## src/rtl/demod_seq_if.sv

```systemverilog
// Handshake/data bundle between system control, the ASK demodulator and demod_seq_ctrl.
// The master side drives requests and demodulator results; the slave side is the sequencer.
interface demod_seq_if;
    logic       start;
    logic       stop;
    logic       rate_valid;
    logic [3:0] rate_kbps;
    logic       bit_in;
    logic       bit_in_valid;
    logic       demod_en;
    logic [3:0] rate_sel;
    logic [7:0] byte_out;
    logic       byte_valid;
    logic       locked;
    logic       err_timeout;
    logic [2:0] state_out;

    modport master (
        output start, stop, rate_valid, rate_kbps, bit_in, bit_in_valid,
        input  demod_en, rate_sel, byte_out, byte_valid, locked, err_timeout, state_out
    );

    modport slave (
        input  start, stop, rate_valid, rate_kbps, bit_in, bit_in_valid,
        output demod_en, rate_sel, byte_out, byte_valid, locked, err_timeout, state_out
    );
endinterface

```

## src/rtl/demod_seq_ctrl.sv

```systemverilog
// ASK demodulator sequencer: settle, rate acquisition, byte tracking, timeout handling.
//   state  | meaning
//   IDLE   | demodulator off, waiting for start
//   SETTLE | demodulator on, FIR settling, rate readings ignored
//   ACQ    | confirming a stable legal rate; timeout -> ERR
//   TRACK  | locked; packing bits MSB-first into bytes
//   ERR    | acquisition timed out; start retries, stop returns to IDLE
module demod_seq_ctrl #(
    parameter int SETTLE_CYC  = 2048,
    parameter int CONFIRM_CYC = 64,
    parameter int ACQ_TIMEOUT = 8192000,
    parameter int GAP_TIMEOUT = 65536
) (
    input  logic              clk,
    input  logic              rst_n,
    demod_seq_if.slave        bus
);
    localparam int TMAX_A = (SETTLE_CYC > ACQ_TIMEOUT) ? SETTLE_CYC : ACQ_TIMEOUT;
    localparam int TMAX   = (TMAX_A > GAP_TIMEOUT) ? TMAX_A : GAP_TIMEOUT;
    localparam int TW     = $clog2(TMAX + 1);
    localparam int CW     = $clog2(CONFIRM_CYC + 1);

    typedef enum logic [2:0] {
        IDLE   = 3'd0,
        SETTLE = 3'd1,
        ACQ    = 3'd2,
        TRACK  = 3'd3,
        ERR    = 3'd4
    } state_t;

    state_t        state, next_state;
    logic [TW-1:0] timer, timer_nxt;
    logic [CW-1:0] conf_cnt, conf_nxt;
    logic [3:0]    prev_rate;
    logic [7:0]    shift_reg, shift_nxt;
    logic [2:0]    bit_cnt, bit_cnt_nxt;
    logic [7:0]    byte_out_r, byte_out_nxt;
    logic          byte_valid_r, byte_valid_nxt;
    logic [3:0]    rate_sel_r, rate_sel_nxt;
    logic          demod_en_r, locked_r, err_r;
    logic          rate_legal, acq_lock, rate_chg, gap_to, take_bit;

    function automatic logic legal_rate(input logic [3:0] r);
        return (r == 4'd6) || (r == 4'd8) || (r == 4'd10);
    endfunction

    assign rate_legal = bus.rate_valid && legal_rate(bus.rate_kbps);
    assign rate_chg   = rate_legal && (bus.rate_kbps != rate_sel_r);
    assign gap_to     = !bus.bit_in_valid && (timer == '0);
    assign acq_lock   = (state == ACQ) && (conf_nxt == CW'(CONFIRM_CYC));

    // Confirm count only runs in ACQ; a run restarts at 1 on any new legal value.
    always_comb begin
        conf_nxt = '0;
        if (state == ACQ && rate_legal) begin
            if (conf_cnt != '0 && bus.rate_kbps == prev_rate)
                conf_nxt = conf_cnt + CW'(1);
            else
                conf_nxt = CW'(1);
        end
    end

    always_ff @(posedge clk or negedge rst_n) begin
        if (!rst_n) begin
            state        <= IDLE;
            timer        <= '0;
            conf_cnt     <= '0;
            prev_rate    <= '0;
            shift_reg    <= '0;
            bit_cnt      <= '0;
            byte_out_r   <= '0;
            byte_valid_r <= 1'b0;
            rate_sel_r   <= '0;
            demod_en_r   <= 1'b0;
            locked_r     <= 1'b0;
            err_r        <= 1'b0;
        end else begin
            state        <= next_state;
            timer        <= timer_nxt;
            conf_cnt     <= (next_state == ACQ) ? conf_nxt : '0;
            prev_rate    <= bus.rate_kbps;
            shift_reg    <= shift_nxt;
            bit_cnt      <= bit_cnt_nxt;
            byte_out_r   <= byte_out_nxt;
            byte_valid_r <= byte_valid_nxt;
            rate_sel_r   <= rate_sel_nxt;
            demod_en_r   <= (next_state == SETTLE) || (next_state == ACQ) || (next_state == TRACK);
            locked_r     <= (next_state == TRACK);
            err_r        <= (next_state == ERR);
        end
    end

    // stop outranks every other event
    always_comb begin
        next_state = state;
        if (bus.stop) begin
            next_state = IDLE;
        end else begin
            case (state)
                IDLE:    if (bus.start) next_state = SETTLE;
                SETTLE:  if (timer == '0) next_state = ACQ;
                ACQ: begin
                    if (acq_lock)          next_state = TRACK;
                    else if (timer == '0)  next_state = ERR;
                end
                TRACK:   if (rate_chg || gap_to) next_state = ACQ;
                ERR:     if (bus.start) next_state = SETTLE;
                default: next_state = IDLE;
            endcase
        end
    end

    // Single down-counter serves settle, ACQ timeout and TRACK gap; reloaded on state entry.
    always_comb begin
        timer_nxt      = timer;
        rate_sel_nxt   = '0;
        shift_nxt      = '0;
        bit_cnt_nxt    = '0;
        byte_valid_nxt = 1'b0;
        byte_out_nxt   = byte_out_r;
        take_bit       = (state == TRACK) && (next_state == TRACK) && bus.bit_in_valid;

        if (next_state != state) begin
            case (next_state)
                SETTLE:  timer_nxt = TW'(SETTLE_CYC - 1);
                ACQ:     timer_nxt = TW'(ACQ_TIMEOUT - 1);
                TRACK:   timer_nxt = TW'(GAP_TIMEOUT - 1);
                default: timer_nxt = '0;
            endcase
        end else if (take_bit) begin
            timer_nxt = TW'(GAP_TIMEOUT - 1);
        end else if (timer != '0) begin
            timer_nxt = timer - TW'(1);
        end

        if (next_state == TRACK)
            rate_sel_nxt = (state == ACQ) ? bus.rate_kbps : rate_sel_r;

        if (state == TRACK && next_state == TRACK) begin
            shift_nxt   = shift_reg;
            bit_cnt_nxt = bit_cnt;
            if (take_bit) begin
                shift_nxt   = {shift_reg[6:0], bus.bit_in};
                bit_cnt_nxt = bit_cnt + 3'd1;
                if (bit_cnt == 3'd7) begin
                    byte_valid_nxt = 1'b1;
                    byte_out_nxt   = {shift_reg[6:0], bus.bit_in};
                end
            end
        end
    end

    assign bus.demod_en    = demod_en_r;
    assign bus.rate_sel    = rate_sel_r;
    assign bus.byte_out    = byte_out_r;
    assign bus.byte_valid  = byte_valid_r;
    assign bus.locked      = locked_r;
    assign bus.err_timeout = err_r;
    assign bus.state_out   = state;
endmodule

```

## src/flat_wrapper.sv

```systemverilog
// flat-port wrapper written by rule: the top's interface ports become plain ports
module demod_seq_ctrl_flat 
#(
    parameter int SETTLE_CYC  = 2048,
    parameter int CONFIRM_CYC = 64,
    parameter int ACQ_TIMEOUT = 8192000,
    parameter int GAP_TIMEOUT = 65536
)
  (clk, rst_n, bus_start, bus_stop, bus_rate_valid, bus_rate_kbps, bus_bit_in, bus_bit_in_valid, bus_demod_en, bus_rate_sel, bus_byte_out, bus_byte_valid, bus_locked, bus_err_timeout, bus_state_out);
  demod_seq_if bus_i ();
  input  logic clk;
  input  logic rst_n;
  input wire logic [$bits(bus_i.start)-1:0] bus_start;
  input wire logic [$bits(bus_i.stop)-1:0] bus_stop;
  input wire logic [$bits(bus_i.rate_valid)-1:0] bus_rate_valid;
  input wire logic [$bits(bus_i.rate_kbps)-1:0] bus_rate_kbps;
  input wire logic [$bits(bus_i.bit_in)-1:0] bus_bit_in;
  input wire logic [$bits(bus_i.bit_in_valid)-1:0] bus_bit_in_valid;
  output wire logic [$bits(bus_i.demod_en)-1:0] bus_demod_en;
  output wire logic [$bits(bus_i.rate_sel)-1:0] bus_rate_sel;
  output wire logic [$bits(bus_i.byte_out)-1:0] bus_byte_out;
  output wire logic [$bits(bus_i.byte_valid)-1:0] bus_byte_valid;
  output wire logic [$bits(bus_i.locked)-1:0] bus_locked;
  output wire logic [$bits(bus_i.err_timeout)-1:0] bus_err_timeout;
  output wire logic [$bits(bus_i.state_out)-1:0] bus_state_out;
  assign bus_i.start = bus_start;
  assign bus_i.stop = bus_stop;
  assign bus_i.rate_valid = bus_rate_valid;
  assign bus_i.rate_kbps = bus_rate_kbps;
  assign bus_i.bit_in = bus_bit_in;
  assign bus_i.bit_in_valid = bus_bit_in_valid;
  assign bus_demod_en = bus_i.demod_en;
  assign bus_rate_sel = bus_i.rate_sel;
  assign bus_byte_out = bus_i.byte_out;
  assign bus_byte_valid = bus_i.byte_valid;
  assign bus_locked = bus_i.locked;
  assign bus_err_timeout = bus_i.err_timeout;
  assign bus_state_out = bus_i.state_out;
  demod_seq_ctrl #(.SETTLE_CYC(SETTLE_CYC), .CONFIRM_CYC(CONFIRM_CYC), .ACQ_TIMEOUT(ACQ_TIMEOUT), .GAP_TIMEOUT(GAP_TIMEOUT)) u_core (.clk(clk), .rst_n(rst_n), .bus(bus_i));
endmodule
```

## config.mk

```make
export PLATFORM = sky130hd
export DESIGN_NAME = demod_seq_ctrl_flat
export DESIGN_NICKNAME = d
export VERILOG_FILES = /design/src/rtl/demod_seq_if.sv /design/src/rtl/demod_seq_ctrl.sv /design/src/flat_wrapper.sv
export SDC_FILE = /design/constraint.sdc
export NUM_CORES = 1
export LEC_CHECK = 0
export ABC_AREA = 1
export CAP_MARGIN = 20
export CORE_ASPECT_RATIO = 1.5
export CORE_UTILIZATION = 63
export CTS_BUF_LIST = sky130_fd_sc_hd__clkbuf_16
export DETAILED_ROUTE_END_ITERATION = 16
export PLACE_DENSITY = 0.92
export SLEW_MARGIN = 20
export SYNTH_ARGS = -nofsm -noshare
export SYNTH_HDL_FRONTEND = slang
export SYNTH_SLANG_ARGS = --single-unit
```

## constraint.sdc

```tcl
create_clock -name clk -period 4.8 [get_ports clk]
set_clock_uncertainty 0.2 [all_clocks]
set_input_delay 0.96 -clock clk [delete_from_list [all_inputs] [get_ports clk]]
set_output_delay 0.96 -clock clk [all_outputs]
set_load 0.01 [all_outputs]
```

# [Yosys cells after proc, flatten, opt, wreduce, memory -nomap -nowiden]
# Index checks and enable logic that the tools add are counted.
[op_classes] addsub=3 mul=0 div=0 order_cmp=0 n_eq_ne=18 n_shift=0 n_mux=23 bitwise_logic=0 reduce_logical=21
[ops] op="23-bit two-way mux" n=3
[ops] op="23-bit case mux with 3 select lines" n=1
[ops] op="7-bit two-way mux" n=5
[ops] op="3-bit two-way mux" n=8
[ops] op="23-bit zero test" n=1
[ops] op="23-bit nonzero test" n=1
[ops] op="23-bit by 1-bit subtractor with 23-bit output (second input constant)" n=1
[ops] op="3-bit by 2-bit equality test with 1-bit output (second input constant)" n=4
[ops] op="3-bit case mux with 4 select lines" n=1
[ops] op="3-bit equality test (second input constant)" n=3
[ops] op="4-bit equality test (second input constant)" n=2
[ops] op="1-bit logical AND" n=8
[ops] op="4-bit two-way mux" n=2
[ops] op="7-bit by 1-bit adder with 7-bit output (second input constant)" n=1
[ops] op="7-bit equality test (second input constant)" n=1
[ops] op="7-bit nonzero test" n=1
[ops] op="3-bit by 1-bit equality test with 1-bit output (second input constant)" n=2
[ops] op="1-bit logical OR" n=5
[ops] op="4-bit by 3-bit equality test with 1-bit output (second input constant)" n=1
[ops] op="4-bit equality test" n=1
[ops] op="2-bit by 1-bit inequality test with 1-bit output (second input constant)" n=2
[ops] op="4-bit inequality test" n=1
[ops] op="3-bit by 1-bit adder with 3-bit output (second input constant)" n=1
[ops] op="3-bit zero test" n=1
[ops] op="other kinds (6)" n=8
[totals] register_bits=63 latchBits=0 ram_bits=0 rom_bits=0 in_bits=11 out_inout_bits=19 memories=0

# [Logic depth before layout (Yosys ltp)]
[logic_depth] ltp_word=16 mapped_depth=22 mapped_depth_nobuf=21

# [Least setup slack after synthesis]
# OpenSTA, ideal clock, no wires.
[synth_timing] path_type="input port to flip-flop" startpoint="input bus_rate_kbps[0]" endpoint="register u_core.timer[1]" setup_ns=0.117 t_arrival_ns=2.479 setup_slack_ns=2.004 stages=20 cell_sequence="inv_2 nand2_1 nand2_1 nor2_2 nand2_1 nor2_4 nand3_2 nor2_2 nand3_2 nand2_2 nand2_2 nand2_2 nand2_4 nor2_8 nand2_4 nand2_2 buf_6 nand2_2 nand2_1 nand2_1"
[synth_via] elab_chain_cells=16 word_cells_on_any_way=30 cone_classes="eq/ne: 10; mux: 9; reduce/logical: 11"
[synth_rtl] element="start, declared" line_no="flat_wrapper.sv:16" source="input wire logic [$bits(bus_i.rate_kbps)-1:0] bus_rate_kbps;"
[synth_rtl] element="4-bit by 3-bit equality test with 1-bit output or 4-bit equality test (tied branches)" line_no="demod_seq_ctrl.sv:44" source="return (r == 4'd6) || (r == 4'd8) || (r == 4'd10);"
[synth_rtl] element="1-bit logical OR (2 in a row)" line_no="demod_seq_ctrl.sv:44"
[synth_rtl] element="1-bit logical AND" line_no="demod_seq_ctrl.sv:47" source="assign rate_legal = bus.rate_valid && legal_rate(bus.rate_kbps);"
[synth_rtl] element="1-bit logical AND" line_no="demod_seq_ctrl.sv:55" source="if (state == ACQ && rate_legal) begin"
[synth_rtl] element="7-bit two-way mux" line_no="demod_seq_ctrl.sv:55"
[synth_rtl] element="7-bit equality test" line_no="demod_seq_ctrl.sv:50" source="assign acq_lock = (state == ACQ) && (conf_nxt == CW'(CONFIRM_CYC));"
[synth_rtl] element="1-bit logical AND" line_no="demod_seq_ctrl.sv:50"
[synth_rtl] element="3-bit two-way mux" line_no="demod_seq_ctrl.sv:103" source="if (acq_lock) next_state = TRACK;"
[synth_rtl] element="3-bit case mux with 4 select lines *" line_no="demod_seq_ctrl.sv:99" source="case (state)"
[synth_rtl] element="3-bit two-way mux *" line_no="demod_seq_ctrl.sv:96" source="if (bus.stop) begin"
[synth_rtl] element="3-bit by 2-bit equality test with 1-bit output" line_no="demod_seq_ctrl.sv:121, demod_seq_ctrl.sv:124"
[synth_rtl] element="1-bit logical AND (2 in a row)" line_no="demod_seq_ctrl.sv:121" source="take_bit = (state == TRACK) && (next_state == TRACK) && bus.bit_in_valid;"
[synth_rtl] element="23-bit two-way mux" line_no="demod_seq_ctrl.sv:130" source="end else if (take_bit) begin"
[synth_rtl] element="23-bit two-way mux" line_no="demod_seq_ctrl.sv:123" source="if (next_state != state) begin"
[synth_rtl] element="end signal, assigned" line_no="demod_seq_ctrl.sv:79" source="timer <= timer_nxt;"
[synth_rtl] element="end, declared" line_no="demod_seq_ctrl.sv:32" source="logic [TW-1:0] timer, timer_nxt;"
# Every way passes the cells marked *; elsewhere a longest branch is shown, timed or not.
# A chain may end at the register's enable or synchronous reset.

# [Worst setup path after layout]
[layout_timing] startpoint="input bus_rate_kbps[0]" endpoint="register u_core.timer[20]"
# Same word-level chain as after synthesis.

==> results_dict.tcl <==
set metrics [dict create \
    status "completed" \
    ys_warn_count 0 \
    synth_compound_area_share_pct 7.68 \
    fp.dieW_um 64.0 \
    ios 30 \
    clock_sink_count 63 \
    synth-simple-area-share_pct 34.3 \
    dr.pass1.iters 6 \
    ff2ff_setup_slack_ns 1.63 \
    overflow 0 \
    start_util_pct 65.7 \
    post_synth.cell_area_avg_um2 7.62 \
    die-area_mm2 0.00608 \
    p_per_area_mw_per_mm2 514 \
    synth_fa_ha_area_share_pct 2.07 \
    area_growth_syn_to_layout_pct 16.9 \
    post_cts_buffers 0 \
    holdBufCountCts 0 \
    critical_path.max_fanout 23 \
    avgRoutedWirePerCell_um 16.3 \
    setup_viol 0 \
    num_vias 3487 \
    totalWireLength_um 9510 \
    power.leakage_nw 2.10 \
    synth_edf_count 0 \
    worstRegToRegCells 20 \
    ys_seq_area_share_pct 43.4 \
    nFillCells 341 \
    synth_seq_cells 63 \
    fin_total_pwr_mw 2.18 \
    min_path_cells 1 \
    end_kind "register" \
    place_inst 567 \
    final_cells 582 \
    antenna_found_initial 0 \
    ys_types 35 \
    fmax_mhz 259 \
    cp.arrival_ns 3.86 \
    antenna_cells 0 \
    fin_tns_setup_ns 0 \
    cts_root_buffer "clkbuf_16" \
    syn-num-nets 494 \
    gp_congestion 0.887 \
    grt_pass1_vias 3465 \
    rows 33 \
    tightest_slew_ns 0.731 \
    cts_resized 0 \
    vias_per_cell 5.99 \
    worst_setup_path_start_kind "input pin" \
    rsz0062_at_grt "false" \
    synthesis.area_mm2 0.00363 \
    finalMaxSlewViolations 0 \
    grt_max_degree 38 \
    grt.total_usage_pct 33.8 \
    cap_violations 0 \
    hp-class "reg2reg" \
    mostFrequentLayoutCells "nand2_1, inv_1, dfrtp_1, nor2_1, nand3_1" \
    layout_commonest_cell "nand2_1" \
    hold_ws_ns 0.280 \
    drt_iter0_drc 287 \
    hold_viol 0 \
    slew_headroom_pct 50.8 \
    clock_latency_ns 0.33 \
    synthArstFlopShare_pct 100 \
    nets 525 \
    max-vdd-ir-drop_mv 0.319 \
    synthCells 477 \
    cts_buffer_depth 2 \
    grt_pass1_wl_um 15400 \
    ys_dominant_reg_cell "dfrtp_1" \
    largest_register_ffs 23 \
    htree_levels 3 \
    numCtsBuffers 9 \
    drc_errors 0 \
    period_share_pct 80.5 \
    synthXorXnorAreaFrac_pct 2.89 \
    ant_nets 0 \
    drive_gt1_share_pct 10.7 \
    dp_hpwl_um 5850 \
    cts_tree "yes" \
    synth_top_family_by_area "simple AND/OR/NAND/NOR gates" \
    die_y_um 95.0 \
    cp_data_required_time_ns 4.80 \
    regMostFlops "u_core.timer" \
    synthMuxAreaShare_pct 0.275 \
    layout_min_cycle_time_ns 3.86 \
    portBuffers 29 \
    clk_pin_slew_ns 0.05 \
    criticalPathCategory "in2reg" \
    fp.coreArea_mm2 0.00553 \
]
[worst max-delay path, cell delays in order]
cell	delay (ns)
clkdlybuf4s50_1	0.58
inv_2	0.07
nand2_1	0.06
nand2_1	0.07
nor2_2	0.17
nand2_1	0.15
nor2_4	0.14
nand3_2	0.09
nor2_2	0.11
nand3_2	0.12
nand2_1	0.08
nand2_1	0.09
nand2_1	0.14
nand2_1	0.08
nand2_2	0.38
nand2_4	0.13
nor2_2	0.10
buf_4	0.25
a21oi_1	0.09
[worst paths after layout]
kind	from	to
setup reg to reg	u_core.conf_cnt[0]$_DFF_PN0_	u_core.timer[20]$_DFFE_PN0P_
setup / recovery	bus_rate_kbps[0]	u_core.timer[20]$_DFFE_PN0P_
min in group asynchronous	rst_n	u_core.conf_cnt[5]$_DFF_PN0_
hold reg to reg	u_core.bit_cnt[0]$_DFFE_PN0P_	u_core.bit_cnt[0]$_DFFE_PN0P_
hold / removal	u_core.bit_cnt[0]$_DFFE_PN0P_	u_core.bit_cnt[0]$_DFFE_PN0P_
max in group asynchronous	rst_n	u_core.shift_reg[3]$_DFFE_PN0P_
[where the power goes]
part	total, mW	internal (mW)	switching, mW	leakage (nW)
Clock	0.672	0.445	0.226	0.154
Combinational	0.800	0.285	0.515	1.09
Sequential	0.713	0.622	0.0910	0.853
[cells by family (layout without fill, tap and decap cells)]
group,count (synthesis),after routing
fa+ha+maj,6,6
simple gates,262,262
buf+inv,81,116
compound gates,52,52
flops,63,63
xor+xnor,12,12
mux,1,1
[final cells by class]
type                       instances  area (µm²)  share of cell area (%)
tap                               70        87.6                    2.06
clock buffer                       9         225                    5.30
timing repair buffer              32         308                    7.24
multi-input combinational        333        1720                    40.4
clock inverter                     6        77.6                    1.83
sequential                        63        1580                    37.1
inverter                          69         259                    6.10
[cells in the mapped netlist, types with 3 or more instances]
master	count	area, µm²
nor3_1	3	15.0
nand2_1	98	368
ha_1	6	75.1
inv_1	63	236
buf_2	4	20.0
o22ai_1	7	43.8
nand3_1	50	250
nor4_1	4	25.0
nand3b_1	7	52.6
nand2_2	11	68.8
a21oi_1	24	120
nand4_1	9	56.3
or2_2	5	31.3
nor2_2	8	50.1
inv_2	6	22.5
buf_4	5	37.5
dfrtp_1	63	1580
nor2_1	58	218
nand3_2	3	30.0
o21ai_1	3	15.0
xor2_1	6	52.6
xnor2_1	6	52.6
o21ai_0	14	70.1
[routing by layer]
layer / part of all wire, % / wire length, µm / GRT usage (%) / up-vias
li1: - / - / - / 1583
met1: 37 / 3510 / 37.3 / 1680
met2: 54 / 5110 / 60.2 / 181
met3: 5.4 / 516 / 6.10 / 43
met4: 4.0 / 379 / 20.5 / 0
met5: 0 / 0 / 0 / -
[through the flow]
stage | util, % | setup WS, ns | area (µm²)
after floorplan | - | 2.00 | 3630
after global placement | 71.3 | 0.998 | 3950
after detailed placement | 71.3 | 0.832 | 3950
after CTS | 76.8 | 1.00 | 4250
after global routing | 76.8 | 0.710 | 4250
final | 76.8 | 0.936 | 4250
Note: power is estimated with default switching activity, not from simulation.
